<file path="src/rtl/ddr4_reset_n_tx_ctrl_if.sv">
// ddr4_reset_n_tx_ctrl_if
//   Bundles everything the RESET_N fabric driver exchanges with the
//   training/init controller and with the RESET_N PF_IOD.
//   Ports (slave = the driver itself, master = its environment):
//     INIT_START / INIT_DONE            reset sequence start pulse / done level
//     TX_DATA_0 / OE_DATA_0             4-bit serialised RESET_N level and OE
//     TAP_REQ / TAP_DIR / TAP_LOAD      tap move / reload request pulses
//     TAP_BUSY / TAP_ACK / TAP_ERR      tap engine status and completion
//     TAP_COUNT                         current tap index
//     DELAY_LINE_*_0                    IOD delay-line command/status
//     rst_state / tap_state             FSM state visibility for checkers
//
// Handshake: TAP_REQ and TAP_LOAD are single-cycle pulses that act as
// "valid"; the engine is "ready" exactly when TAP_BUSY is low. A pulse seen
// while TAP_BUSY is high is dropped without any response. Each accepted
// pulse gets exactly one TAP_ACK cycle, with TAP_ERR valid only in that cycle.
interface ddr4_reset_n_tx_ctrl_if;
    logic       INIT_START;
    logic       INIT_DONE;
    logic [3:0] TX_DATA_0;
    logic [3:0] OE_DATA_0;
    logic       TAP_REQ;
    logic       TAP_DIR;
    logic       TAP_LOAD;
    logic       TAP_BUSY;
    logic       TAP_ACK;
    logic       TAP_ERR;
    logic [7:0] TAP_COUNT;
    logic       DELAY_LINE_MOVE_0;
    logic       DELAY_LINE_DIRECTION_0;
    logic       DELAY_LINE_LOAD_0;
    logic       DELAY_LINE_OUT_OF_RANGE_0;
    logic [1:0] rst_state;
    logic [2:0] tap_state;

    modport slave (
        input  INIT_START, TAP_REQ, TAP_DIR, TAP_LOAD, DELAY_LINE_OUT_OF_RANGE_0,
        output INIT_DONE, TX_DATA_0, OE_DATA_0, TAP_BUSY, TAP_ACK, TAP_ERR,
               TAP_COUNT, DELAY_LINE_MOVE_0, DELAY_LINE_DIRECTION_0,
               DELAY_LINE_LOAD_0, rst_state, tap_state
    );

    modport master (
        output INIT_START, TAP_REQ, TAP_DIR, TAP_LOAD, DELAY_LINE_OUT_OF_RANGE_0,
        input  INIT_DONE, TX_DATA_0, OE_DATA_0, TAP_BUSY, TAP_ACK, TAP_ERR,
               TAP_COUNT, DELAY_LINE_MOVE_0, DELAY_LINE_DIRECTION_0,
               DELAY_LINE_LOAD_0, rst_state, tap_state
    );
endinterface

</file>
<file path="src/rtl/ddr4_reset_n_tx_ctrl.sv">
// ddr4_reset_n_tx_ctrl
//   Fabric-side driver for the DDR4 RESET_N output IOD. Runs the power-up
//   reset timing (hold low, release, wait) as 4-bit TX/OE words, and drives
//   the IOD dynamic delay line with MOVE/DIRECTION/LOAD while tracking the
//   tap index.
//   Ports:
//     FAB_CLK  single clock
//     ARST     asynchronous active-high reset
//     bus      ddr4_reset_n_tx_ctrl_if.slave (all functional signals)
//   Every output is a flop (or a constant); no input reaches an output
//   without passing through a register.
module ddr4_reset_n_tx_ctrl #(
    parameter int unsigned RST_LOW_CYCLES  = 40000,
    parameter int unsigned POST_RST_CYCLES = 100000,
    parameter int unsigned TAP_INIT        = 1,
    parameter int unsigned MAX_TAP         = 127
) (
    input  logic                   FAB_CLK,
    input  logic                   ARST,
    ddr4_reset_n_tx_ctrl_if.slave  bus
);
    localparam logic [23:0] RST_LOW_LAST  = 24'(RST_LOW_CYCLES - 1);
    localparam logic [23:0] POST_RST_LAST = 24'(POST_RST_CYCLES - 1);
    localparam logic [7:0]  TAP_INIT_VAL  = 8'(TAP_INIT);
    localparam logic [7:0]  MAX_TAP_VAL   = 8'(MAX_TAP);

    // ------------------------------------------------------------ reset FSM
    typedef enum logic [1:0] {HOLD, ASSERT, RELEASE, DONE} rst_state_t;

    rst_state_t  rst_state, rst_next;
    logic [23:0] rst_cnt, rst_cnt_next;
    logic        tx_high, init_done;

    always_comb begin
        rst_next     = rst_state;
        rst_cnt_next = rst_cnt + 24'd1;
        case (rst_state)
            HOLD: begin
                rst_cnt_next = '0;
                if (bus.INIT_START) rst_next = ASSERT;
            end
            ASSERT: begin
                if (rst_cnt == RST_LOW_LAST) begin
                    rst_next     = RELEASE;
                    rst_cnt_next = '0;
                end
            end
            RELEASE: begin
                if (rst_cnt == POST_RST_LAST) begin
                    rst_next     = DONE;
                    rst_cnt_next = '0;
                end
            end
            DONE: begin
                rst_cnt_next = '0;
                if (bus.INIT_START) rst_next = ASSERT;
            end
            default: begin
                rst_next     = HOLD;
                rst_cnt_next = '0;
            end
        endcase
    end

    // Outputs are registered from the next state so they line up with the
    // state they describe instead of lagging one cycle behind it.
    always_ff @(posedge FAB_CLK or posedge ARST) begin
        if (ARST) begin
            rst_state <= HOLD;
            rst_cnt   <= '0;
            tx_high   <= 1'b0;
            init_done <= 1'b0;
        end else begin
            rst_state <= rst_next;
            rst_cnt   <= rst_cnt_next;
            tx_high   <= (rst_next == RELEASE) || (rst_next == DONE);
            init_done <= (rst_next == DONE);
        end
    end

    // ----------------------------------------------------------- tap engine
    typedef enum logic [2:0] {T_IDLE, T_SETUP, T_MOVE, T_SETTLE, T_LOAD, T_ACK} tap_state_t;

    tap_state_t tap_state, tap_next;
    logic [1:0] settle_cnt, settle_next;
    logic       err_flag, err_next;
    logic [7:0] tap_count, count_next;
    logic       move_dir, dir_next;
    logic       at_boundary;
    logic       move_q, load_q, ack_q, err_q, busy_q;

    assign at_boundary = bus.TAP_DIR ? (tap_count >= MAX_TAP_VAL) : (tap_count == 8'd0);

    always_comb begin
        tap_next    = tap_state;
        settle_next = settle_cnt;
        err_next    = err_flag;
        count_next  = tap_count;
        dir_next    = move_dir;
        case (tap_state)
            T_IDLE: begin
                // LOAD wins over a simultaneous REQ; the REQ is simply lost.
                if (bus.TAP_LOAD) begin
                    tap_next   = T_LOAD;
                    count_next = TAP_INIT_VAL;
                    err_next   = 1'b0;
                end else if (bus.TAP_REQ) begin
                    if (at_boundary) begin
                        tap_next = T_ACK;
                        err_next = 1'b1;
                    end else begin
                        tap_next = T_SETUP;
                        dir_next = bus.TAP_DIR;
                        err_next = 1'b0;
                    end
                end
            end
            T_SETUP: tap_next = T_MOVE;
            T_MOVE: begin
                tap_next    = T_SETTLE;
                settle_next = 2'd0;
            end
            T_SETTLE: begin
                // The IOD flag is only trusted on the third settle cycle.
                if (settle_cnt == 2'd2) begin
                    tap_next = T_ACK;
                    if (bus.DELAY_LINE_OUT_OF_RANGE_0) begin
                        err_next = 1'b1;
                    end else begin
                        err_next   = 1'b0;
                        count_next = move_dir ? tap_count + 8'd1 : tap_count - 8'd1;
                    end
                end else begin
                    settle_next = settle_cnt + 2'd1;
                end
            end
            T_LOAD:  tap_next = T_ACK;
            T_ACK:   tap_next = T_IDLE;
            default: tap_next = T_IDLE;
        endcase
    end

    always_ff @(posedge FAB_CLK or posedge ARST) begin
        if (ARST) begin
            tap_state  <= T_IDLE;
            settle_cnt <= '0;
            err_flag   <= 1'b0;
            tap_count  <= TAP_INIT_VAL;
            move_dir   <= 1'b0;
            move_q     <= 1'b0;
            load_q     <= 1'b0;
            ack_q      <= 1'b0;
            err_q      <= 1'b0;
            busy_q     <= 1'b0;
        end else begin
            tap_state  <= tap_next;
            settle_cnt <= settle_next;
            err_flag   <= err_next;
            tap_count  <= count_next;
            move_dir   <= dir_next;
            move_q     <= (tap_next == T_MOVE);
            load_q     <= (tap_next == T_LOAD);
            ack_q      <= (tap_next == T_ACK);
            err_q      <= (tap_next == T_ACK) && err_next;
            busy_q     <= (tap_next != T_IDLE);
        end
    end

    // ------------------------------------------------------------- outputs
    assign bus.TX_DATA_0              = {4{tx_high}};
    assign bus.OE_DATA_0              = 4'b1111;
    assign bus.INIT_DONE              = init_done;
    assign bus.TAP_BUSY               = busy_q;
    assign bus.TAP_ACK                = ack_q;
    assign bus.TAP_ERR                = err_q;
    assign bus.TAP_COUNT              = tap_count;
    assign bus.DELAY_LINE_MOVE_0      = move_q;
    assign bus.DELAY_LINE_DIRECTION_0 = move_dir;
    assign bus.DELAY_LINE_LOAD_0      = load_q;
    assign bus.rst_state              = rst_state;
    assign bus.tap_state              = tap_state;
endmodule
</file>
<file path="src/flat_wrapper.sv">
// flat-port wrapper written by rule: the top's interface ports become plain ports
module ddr4_reset_n_tx_ctrl_flat 
#(
    parameter int unsigned RST_LOW_CYCLES  = 40000,
    parameter int unsigned POST_RST_CYCLES = 100000,
    parameter int unsigned TAP_INIT        = 1,
    parameter int unsigned MAX_TAP         = 127
)
  (FAB_CLK, ARST, bus_INIT_START, bus_TAP_REQ, bus_TAP_DIR, bus_TAP_LOAD, bus_DELAY_LINE_OUT_OF_RANGE_0, bus_INIT_DONE, bus_TX_DATA_0, bus_OE_DATA_0, bus_TAP_BUSY, bus_TAP_ACK, bus_TAP_ERR, bus_TAP_COUNT, bus_DELAY_LINE_MOVE_0, bus_DELAY_LINE_DIRECTION_0, bus_DELAY_LINE_LOAD_0, bus_rst_state, bus_tap_state);
  ddr4_reset_n_tx_ctrl_if bus_i ();
  input  logic FAB_CLK;
  input  logic ARST;
  input wire logic [$bits(bus_i.INIT_START)-1:0] bus_INIT_START;
  input wire logic [$bits(bus_i.TAP_REQ)-1:0] bus_TAP_REQ;
  input wire logic [$bits(bus_i.TAP_DIR)-1:0] bus_TAP_DIR;
  input wire logic [$bits(bus_i.TAP_LOAD)-1:0] bus_TAP_LOAD;
  input wire logic [$bits(bus_i.DELAY_LINE_OUT_OF_RANGE_0)-1:0] bus_DELAY_LINE_OUT_OF_RANGE_0;
  output wire logic [$bits(bus_i.INIT_DONE)-1:0] bus_INIT_DONE;
  output wire logic [$bits(bus_i.TX_DATA_0)-1:0] bus_TX_DATA_0;
  output wire logic [$bits(bus_i.OE_DATA_0)-1:0] bus_OE_DATA_0;
  output wire logic [$bits(bus_i.TAP_BUSY)-1:0] bus_TAP_BUSY;
  output wire logic [$bits(bus_i.TAP_ACK)-1:0] bus_TAP_ACK;
  output wire logic [$bits(bus_i.TAP_ERR)-1:0] bus_TAP_ERR;
  output wire logic [$bits(bus_i.TAP_COUNT)-1:0] bus_TAP_COUNT;
  output wire logic [$bits(bus_i.DELAY_LINE_MOVE_0)-1:0] bus_DELAY_LINE_MOVE_0;
  output wire logic [$bits(bus_i.DELAY_LINE_DIRECTION_0)-1:0] bus_DELAY_LINE_DIRECTION_0;
  output wire logic [$bits(bus_i.DELAY_LINE_LOAD_0)-1:0] bus_DELAY_LINE_LOAD_0;
  output wire logic [$bits(bus_i.rst_state)-1:0] bus_rst_state;
  output wire logic [$bits(bus_i.tap_state)-1:0] bus_tap_state;
  assign bus_i.INIT_START = bus_INIT_START;
  assign bus_i.TAP_REQ = bus_TAP_REQ;
  assign bus_i.TAP_DIR = bus_TAP_DIR;
  assign bus_i.TAP_LOAD = bus_TAP_LOAD;
  assign bus_i.DELAY_LINE_OUT_OF_RANGE_0 = bus_DELAY_LINE_OUT_OF_RANGE_0;
  assign bus_INIT_DONE = bus_i.INIT_DONE;
  assign bus_TX_DATA_0 = bus_i.TX_DATA_0;
  assign bus_OE_DATA_0 = bus_i.OE_DATA_0;
  assign bus_TAP_BUSY = bus_i.TAP_BUSY;
  assign bus_TAP_ACK = bus_i.TAP_ACK;
  assign bus_TAP_ERR = bus_i.TAP_ERR;
  assign bus_TAP_COUNT = bus_i.TAP_COUNT;
  assign bus_DELAY_LINE_MOVE_0 = bus_i.DELAY_LINE_MOVE_0;
  assign bus_DELAY_LINE_DIRECTION_0 = bus_i.DELAY_LINE_DIRECTION_0;
  assign bus_DELAY_LINE_LOAD_0 = bus_i.DELAY_LINE_LOAD_0;
  assign bus_rst_state = bus_i.rst_state;
  assign bus_tap_state = bus_i.tap_state;
  ddr4_reset_n_tx_ctrl #(.RST_LOW_CYCLES(RST_LOW_CYCLES), .POST_RST_CYCLES(POST_RST_CYCLES), .TAP_INIT(TAP_INIT), .MAX_TAP(MAX_TAP)) u_core (.FAB_CLK(FAB_CLK), .ARST(ARST), .bus(bus_i));
endmodule
</file>
<file path="config.mk">
export PLATFORM = sky130hd
export DESIGN_NAME = ddr4_reset_n_tx_ctrl_flat
export DESIGN_NICKNAME = d
export VERILOG_FILES = /design/src/rtl/ddr4_reset_n_tx_ctrl_if.sv /design/src/rtl/ddr4_reset_n_tx_ctrl.sv /design/src/flat_wrapper.sv
export SDC_FILE = /design/constraint.sdc
export NUM_CORES = 1
export LEC_CHECK = 0
export CELL_PAD_IN_SITES_DETAIL_PLACEMENT = 1
export CELL_PAD_IN_SITES_GLOBAL_PLACEMENT = 1
export CORE_ASPECT_RATIO = 1.4
export CORE_UTILIZATION = 40
export CTS_CLUSTER_SIZE = 30
export DETAILED_ROUTE_END_ITERATION = 10
export PLACE_DENSITY = 0.8
export RECOVER_POWER = 25
export SKIP_LAST_GASP = 1
export SLEW_MARGIN = 10
export SYNTH_ARGS = -nofsm -noshare
export SYNTH_HDL_FRONTEND = slang
export SYNTH_SLANG_ARGS = --single-unit
export TNS_END_PERCENT = 30
</file>
<file path="constraint.sdc">
create_clock -name FAB_CLK -period 2.3 [get_ports FAB_CLK]
set_input_delay 0.46 -clock FAB_CLK [delete_from_list [all_inputs] [get_ports FAB_CLK]]
set_output_delay 0.46 -clock FAB_CLK [all_outputs]
set_load 0.05 [all_outputs]
</file>
**After elaboration in Yosys (flattened, before gate mapping)**

Index checks and enable logic that the tools add are counted.

- Order comparisons: 1
- Add/sub/neg operators: 4
- Bitwise logic cells: 2
- Multiplexer cells: 26
- Equal/unequal tests: 19
- Reductions and logical operators: 12

Operator list:

| cell | count |
|---|---|
| $pmux W24 S3 | 1 |
| $mux W24 | 2 |
| $mux W8 | 4 |
| $add A24 B1 Y24 const B | 1 |
| $eq A24 B16 Y1 const B | 1 |
| $eq A24 B17 Y1 const B | 1 |
| $pmux W8 S2 | 1 |
| $pmux W3 S5 | 1 |
| $mux W3 | 4 |
| $eq A2 B2 Y1 const B | 5 |
| $eq A3 B2 Y1 const B | 3 |
| $eq A3 B3 Y1 const B | 3 |
| $add A8 B1 Y8 const B | 1 |
| $ge A8 B7 Y1 const B | 1 |
| $logic_not A8 Y1 | 1 |
| $mux W2 | 4 |
| $reduce_and A4 Y1 | 2 |
| $sub A8 B1 Y8 const B | 1 |
| $mux W1 | 6 |
| $ne A2 B2 Y1 const B | 3 |
| $pmux W2 S3 | 1 |
| $pmux W2 S2 | 1 |
| $reduce_bool A2 Y1 | 2 |
| $eq A3 B1 Y1 const B | 1 |
| 12 further kinds | 13 |

- Register bits after elaboration: 48
- Output and inout port bits: 28
- Logic and storage cells: 78

**Longest topological paths before layout**

- Depth after elaboration: 8
- Gate-level depth with buffers: 8
- Depth with buffers taken out: 7

**Worst setup path before layout**

Ideal clock, no wire load.

- Path kind: register to register
- From: reg u_core.move_dir (netlist: u_core.bus.DELAY_LINE_DIRECTION_0)
- To: reg u_core.tap_count[7] (netlist: u_core.bus.TAP_COUNT[7])
- Path slack: -139 ps
- Setup time: 126 ps
- Cell stages (with the launch flop): 8
- Clock period less this slack: 2439 ps
- Required time: 2174 ps
- Data arrival time: 2313 ps
- Path through: dfrtp_1 > inv_1 > ha_1 > a21oi_1 > o2111ai_1 > and3_1 > or2_2 > a221o_1

- Longest elaborated chain between the ends: 4

Ends and longest elaborated chain:

| element | line | source |
|---|---|---|
| start, declared | ddr4_reset_n_tx_ctrl.sv:88 | `logic move_dir, dir_next;` |
| start signal, assigned | ddr4_reset_n_tx_ctrl.sv:160 | `move_dir <= dir_next;` |
| $mux W8 | ddr4_reset_n_tx_ctrl.sv:131 | `count_next = move_dir ? tap_count + 8'd1 : tap_count - 8'd1;` |
| $mux W8 | ddr4_reset_n_tx_ctrl.sv:127 | `if (bus.DELAY_LINE_OUT_OF_RANGE_0) begin` |
| $mux W8 | ddr4_reset_n_tx_ctrl.sv:125 | `if (settle_cnt == 2'd2) begin` |
| $pmux W8 S2 | ddr4_reset_n_tx_ctrl.sv:100 | `case (tap_state)` |
| end signal, assigned | ddr4_reset_n_tx_ctrl.sv:159 | `tap_count <= count_next;` |
| end, declared | ddr4_reset_n_tx_ctrl.sv:87 | `logic [7:0] tap_count, count_next;` |

No other way between the ends. The select of a mux whose other input is x is not followed.
A chain may end at the register's enable or synchronous reset.

**Final worst setup path**

Ends and elaborated chain as after synthesis.

==> impl_metrics.py <==
metrics = {
    "synthesis": {
        "seq_area_frac_synth_pct": 44.76,
        "ys_types": 45,
        "synth_top_cell_area_share_pct": 43.78,
        "synth_top_cell_by_area": "dfrtp_1",
        "synth-compound-area-share_pct": 11.32,
        "ys_warn_count": 0,
        "synth_simple_gate_area_share_pct": 23.38,
        "syn_avg_cell_area_um2": 9.360,
        "synthArstFlopShare_pct": 100.0,
        "synth_top_family_by_area": "simple AND/OR/NAND/NOR gates",
        "synth_area_um2": 2686,
        "synthAdderAreaFrac_pct": 5.403,
        "synth_mux_area_share_pct": 0.3726,
        "synth_flop_cell": "dfrtp_1",
        "syn_inst": 287,
        "synth_area_leaders": "dfrtp_1 (44%), nor2_1 (4.9%), ha_1 (4.7%)",
        "ys_ff_latch": 48,
        "synth_edf_count": 0,
        "synth_xor_area_share_pct": 8.151,
    },
    "drt": {
        "first_pass_iters": 7,
        "drc": 3,
        "vias": 2161,
        "antenna_left": 0,
        "wire_per_inst_um": 15.16,
        "via_per_inst": 5.485,
        "drt_first_iter_violations": 97,
        "wl_um": 5974,
    },
    "timing": {
        "fmax_mhz": 438.8,
        "setup_tns_ns": 0,
        "finalClockSkew_ns": 0.01033,
        "final-setup-viol-count": 0,
        "finalMaxSlewViolations": 0,
        "period_minus_slack_ns": 2.279,
        "worst_pin_slew_ns": 0.8174,
        "grt_setup_unrepaired": "yes",
        "hold_viol_final": 0,
        "fin_ws_ns": 0.02114,
        "final.period_utilization_pct": 99.08,
        "relSlewSlack_pct": 45.45,
    },
    "cts": {
        "path_clk_slew_ns": 0.09,
        "tritoncts": "yes",
        "clk_latency_ns": 0.30,
        "tritoncts.num_buffers": 5,
        "root_buffer": "clkbuf_8",
        "cts_buffer_depth": 2,
        "cts_num_sinks": 48,
        "htree_levels": 2,
    },
    "floorplan": {
        "core_area_um2": 6525,
        "die-area_um2": 7052,
        "die_height_um": 98.97,
        "ios": 35,
        "rows": 35,
        "floorplan.initialDensity_pct": 41.17,
        "fp.dieW_um": 71.26,
    },
    "placement": {
        "dpl.hpwl_um": 4550,
        "io_buffers": 30,
        "place_congestion": 0.8037,
        "place_ws_ns": 0.04417,
    },
    "grt": {
        "grt_overflow": 0,
        "grt_max_degree": 25,
        "antenna_found_initial": 0,
        "grt_pass1_vias": 2309,
        "grt_pass1_wl_um": 10720,
        "grt.total_usage_pct": 19.12,
    },
    "finish": {
        "n_antenna_cell": 0,
        "final_common_cell": "dfrtp_1",
        "layout_common_cells": "dfrtp_1 (46), nor2_1 (35), clkdlybuf4s50_1 (29), nand2_1 (24), inv_1 (19)",
        "nFillCells": 749,
        "post_route_cells_drive_above_1_share_pct": 7.187,
        "final-seq-area_um2": 1204,
        "final_nets": 337,
        "multi_input_area_um2": 1340,
        "area_delta_synth_final_pct": 17.42,
    },
    "worst_setup_path": {
        "worstPathMaxFanout": 7,
        "cp_cell_sequence": "clkinvlp_4, ha_1, a21oi_2, o2111ai_1, and3_1, or2_2, a221o_1",
        "cp_top_family": "compound AO/OA/AOI/OAI gates",
        "required_ns": 2.49,
        "worst_setup_path_start_kind": "flop",
        "crit_path_end_kind": "flop",
        "worst_ep_arrival_time_ns": 2.47,
        "r2r_end": "u_core.bus.TAP_COUNT[7]$_DFFE_PP0P_",
        "cp_slowest_stage_delay_ns": 0.44,
        "cp_slowest_cell": "dfrtp_2",
        "ff2ff_path_depth": 7,
        "critPathKind": "reg -> reg",
        "cp_num_buf_inv": 1,
        "reg2reg_slack_ns": 0.02,
        "r2r-start": "u_core.bus.DELAY_LINE_DIRECTION_0$_DFFE_PP0P_",
    },
    "power_and_ir_drop": {
        "p_per_area_nw_per_um2": 1278,
        "irDropWorstVdd_v": 0.0007320,
        "p_leak_nw": 1.334,
    },
    "min_path": {
        "holdPathEnd": "u_core.rst_cnt[0]$_DFF_PP0_",
        "hold_start": "u_core.rst_cnt[0]$_DFF_PP0_",
        "holdCritPathClass": "reg -> reg",
        "hold_depth": 1,
    },
    "run_status": {
        "violations": "design-rule violations",
        "status": "finished with violations",
    },
    "run": {
        "max-cap-violations": 0,
    },
}
-- power breakdown --
| part | switching (mW) | leakage, nW | internal, mW |
|---|---|---|---|
| clock network | 0.282 | 0.0424 | 0.218 |
| logic | 1.44 | 0.664 | 0.844 |
| registers | 0.207 | 0.627 | 1.04 |
-- registers in the layout, indices dropped and copies added (netlist names), 2 cells and up --
signal	flops
u_core.bus.TAP_COUNT	8
u_core.bus.tap_state	3
u_core.settle_cnt	2
u_core.rst_cnt	24
u_core.bus.rst_state	2
-- Yosys cell counts (3+ instances only) --
master	number
and4_1	3
xnor2_1	14
nand2_1	24
clkbuf_1	3
o31ai_1	5
nand3_1	14
nor2_1	35
ha_1	10
nand4_1	9
nor4_1	4
and3_1	4
a21oi_1	5
nor2b_1	6
nor4b_1	3
buf_4	8
xor2_1	11
or2_2	3
o211ai_1	4
o21ai_0	13
dfrtp_1	47
nor3_1	11
inv_1	20
-- per-stage QoR --
| stage | hold WS [ns] | utilization, % | total power, mW | cells | area (um2) |
|---|---|---|---|---|---|
| floorplan | 0.4504 | - | 2.893 | 290 | 2699 |
| global placement | 0.4656 | 46.75 | 3.449 | 386 | 3050 |
| detailed placement | 0.4797 | 46.75 | 3.519 | 386 | 3050 |
| CTS | 0.4927 | 48.05 | 4.034 | 394 | 3136 |
| global route | 0.5134 | 48.34 | 4.337 | 394 | 3154 |
| finish | 0.4882 | 48.34 | 4.031 | 394 | 3154 |
-- worst max-delay path by stage --
stage                                                        startpoint                                   to  slack, ns  depth (start not counted)
after global placement    u_core.bus.DELAY_LINE_DIRECTION_0$_DFFE_PP0P_  u_core.bus.TAP_COUNT[7]$_DFFE_PP0P_       0.13                          7
after CTS                 u_core.bus.DELAY_LINE_DIRECTION_0$_DFFE_PP0P_  u_core.bus.TAP_COUNT[7]$_DFFE_PP0P_       0.04                          7
after floorplan           u_core.bus.DELAY_LINE_DIRECTION_0$_DFFE_PP0P_  u_core.bus.TAP_COUNT[7]$_DFFE_PP0P_       0.07                          7
final                     u_core.bus.DELAY_LINE_DIRECTION_0$_DFFE_PP0P_  u_core.bus.TAP_COUNT[7]$_DFFE_PP0P_       0.02                          7
after detailed placement  u_core.bus.DELAY_LINE_DIRECTION_0$_DFFE_PP0P_  u_core.bus.TAP_COUNT[7]$_DFFE_PP0P_       0.04                          7
after global routing      u_core.bus.DELAY_LINE_DIRECTION_0$_DFFE_PP0P_  u_core.bus.TAP_COUNT[7]$_DFFE_PP0P_      -0.05                          7
-- final cells by class --
class | instances | area share, %
clock buffer | 7 | 2.420
tap | 74 | 2.935
inverter | 20 | 2.499
multi-input combinational | 208 | 42.48
clock inverter | 1 | 0.2777
sequential | 48 | 38.16
timing repair buffer | 36 | 11.23
-- logic make-up (layout without fill, tap and decap cells) --
logic type                 count (synthesis)  count (layout)
AOI/OAI and AO/OA                         43              43
xor gates and xnor gates                  25              25
adders and majority gates                 11              11
buffers and inverters                     34              64
DFF                                       48              48
muxes                                      1               1
other                                      1               4
and+or+nand+nor                          124             124
-- layer usage --
| layer | track usage [%] | wire, um | share of wire (%) | vias up |
|---|---|---|---|---|
| met5 | 0 | 0 | 0 | - |
| met4 | 7.077 | 89 | 1.5 | 0 |
| met3 | 2.863 | 145 | 2.4 | 7 |
| met2 | 35.46 | 3329 | 56 | 31 |
| met1 | 21.75 | 2409 | 40 | 1066 |
| li1 | - | - | - | 1057 |
-- timing repair --
action / CTS / global route
setup buffers: 0 / 0
hold buffers: 0 / 0
endpoints found under the setup margin: 0 / 1
resized for setup: 0 / 5
(Power assumes the default switching activity.)
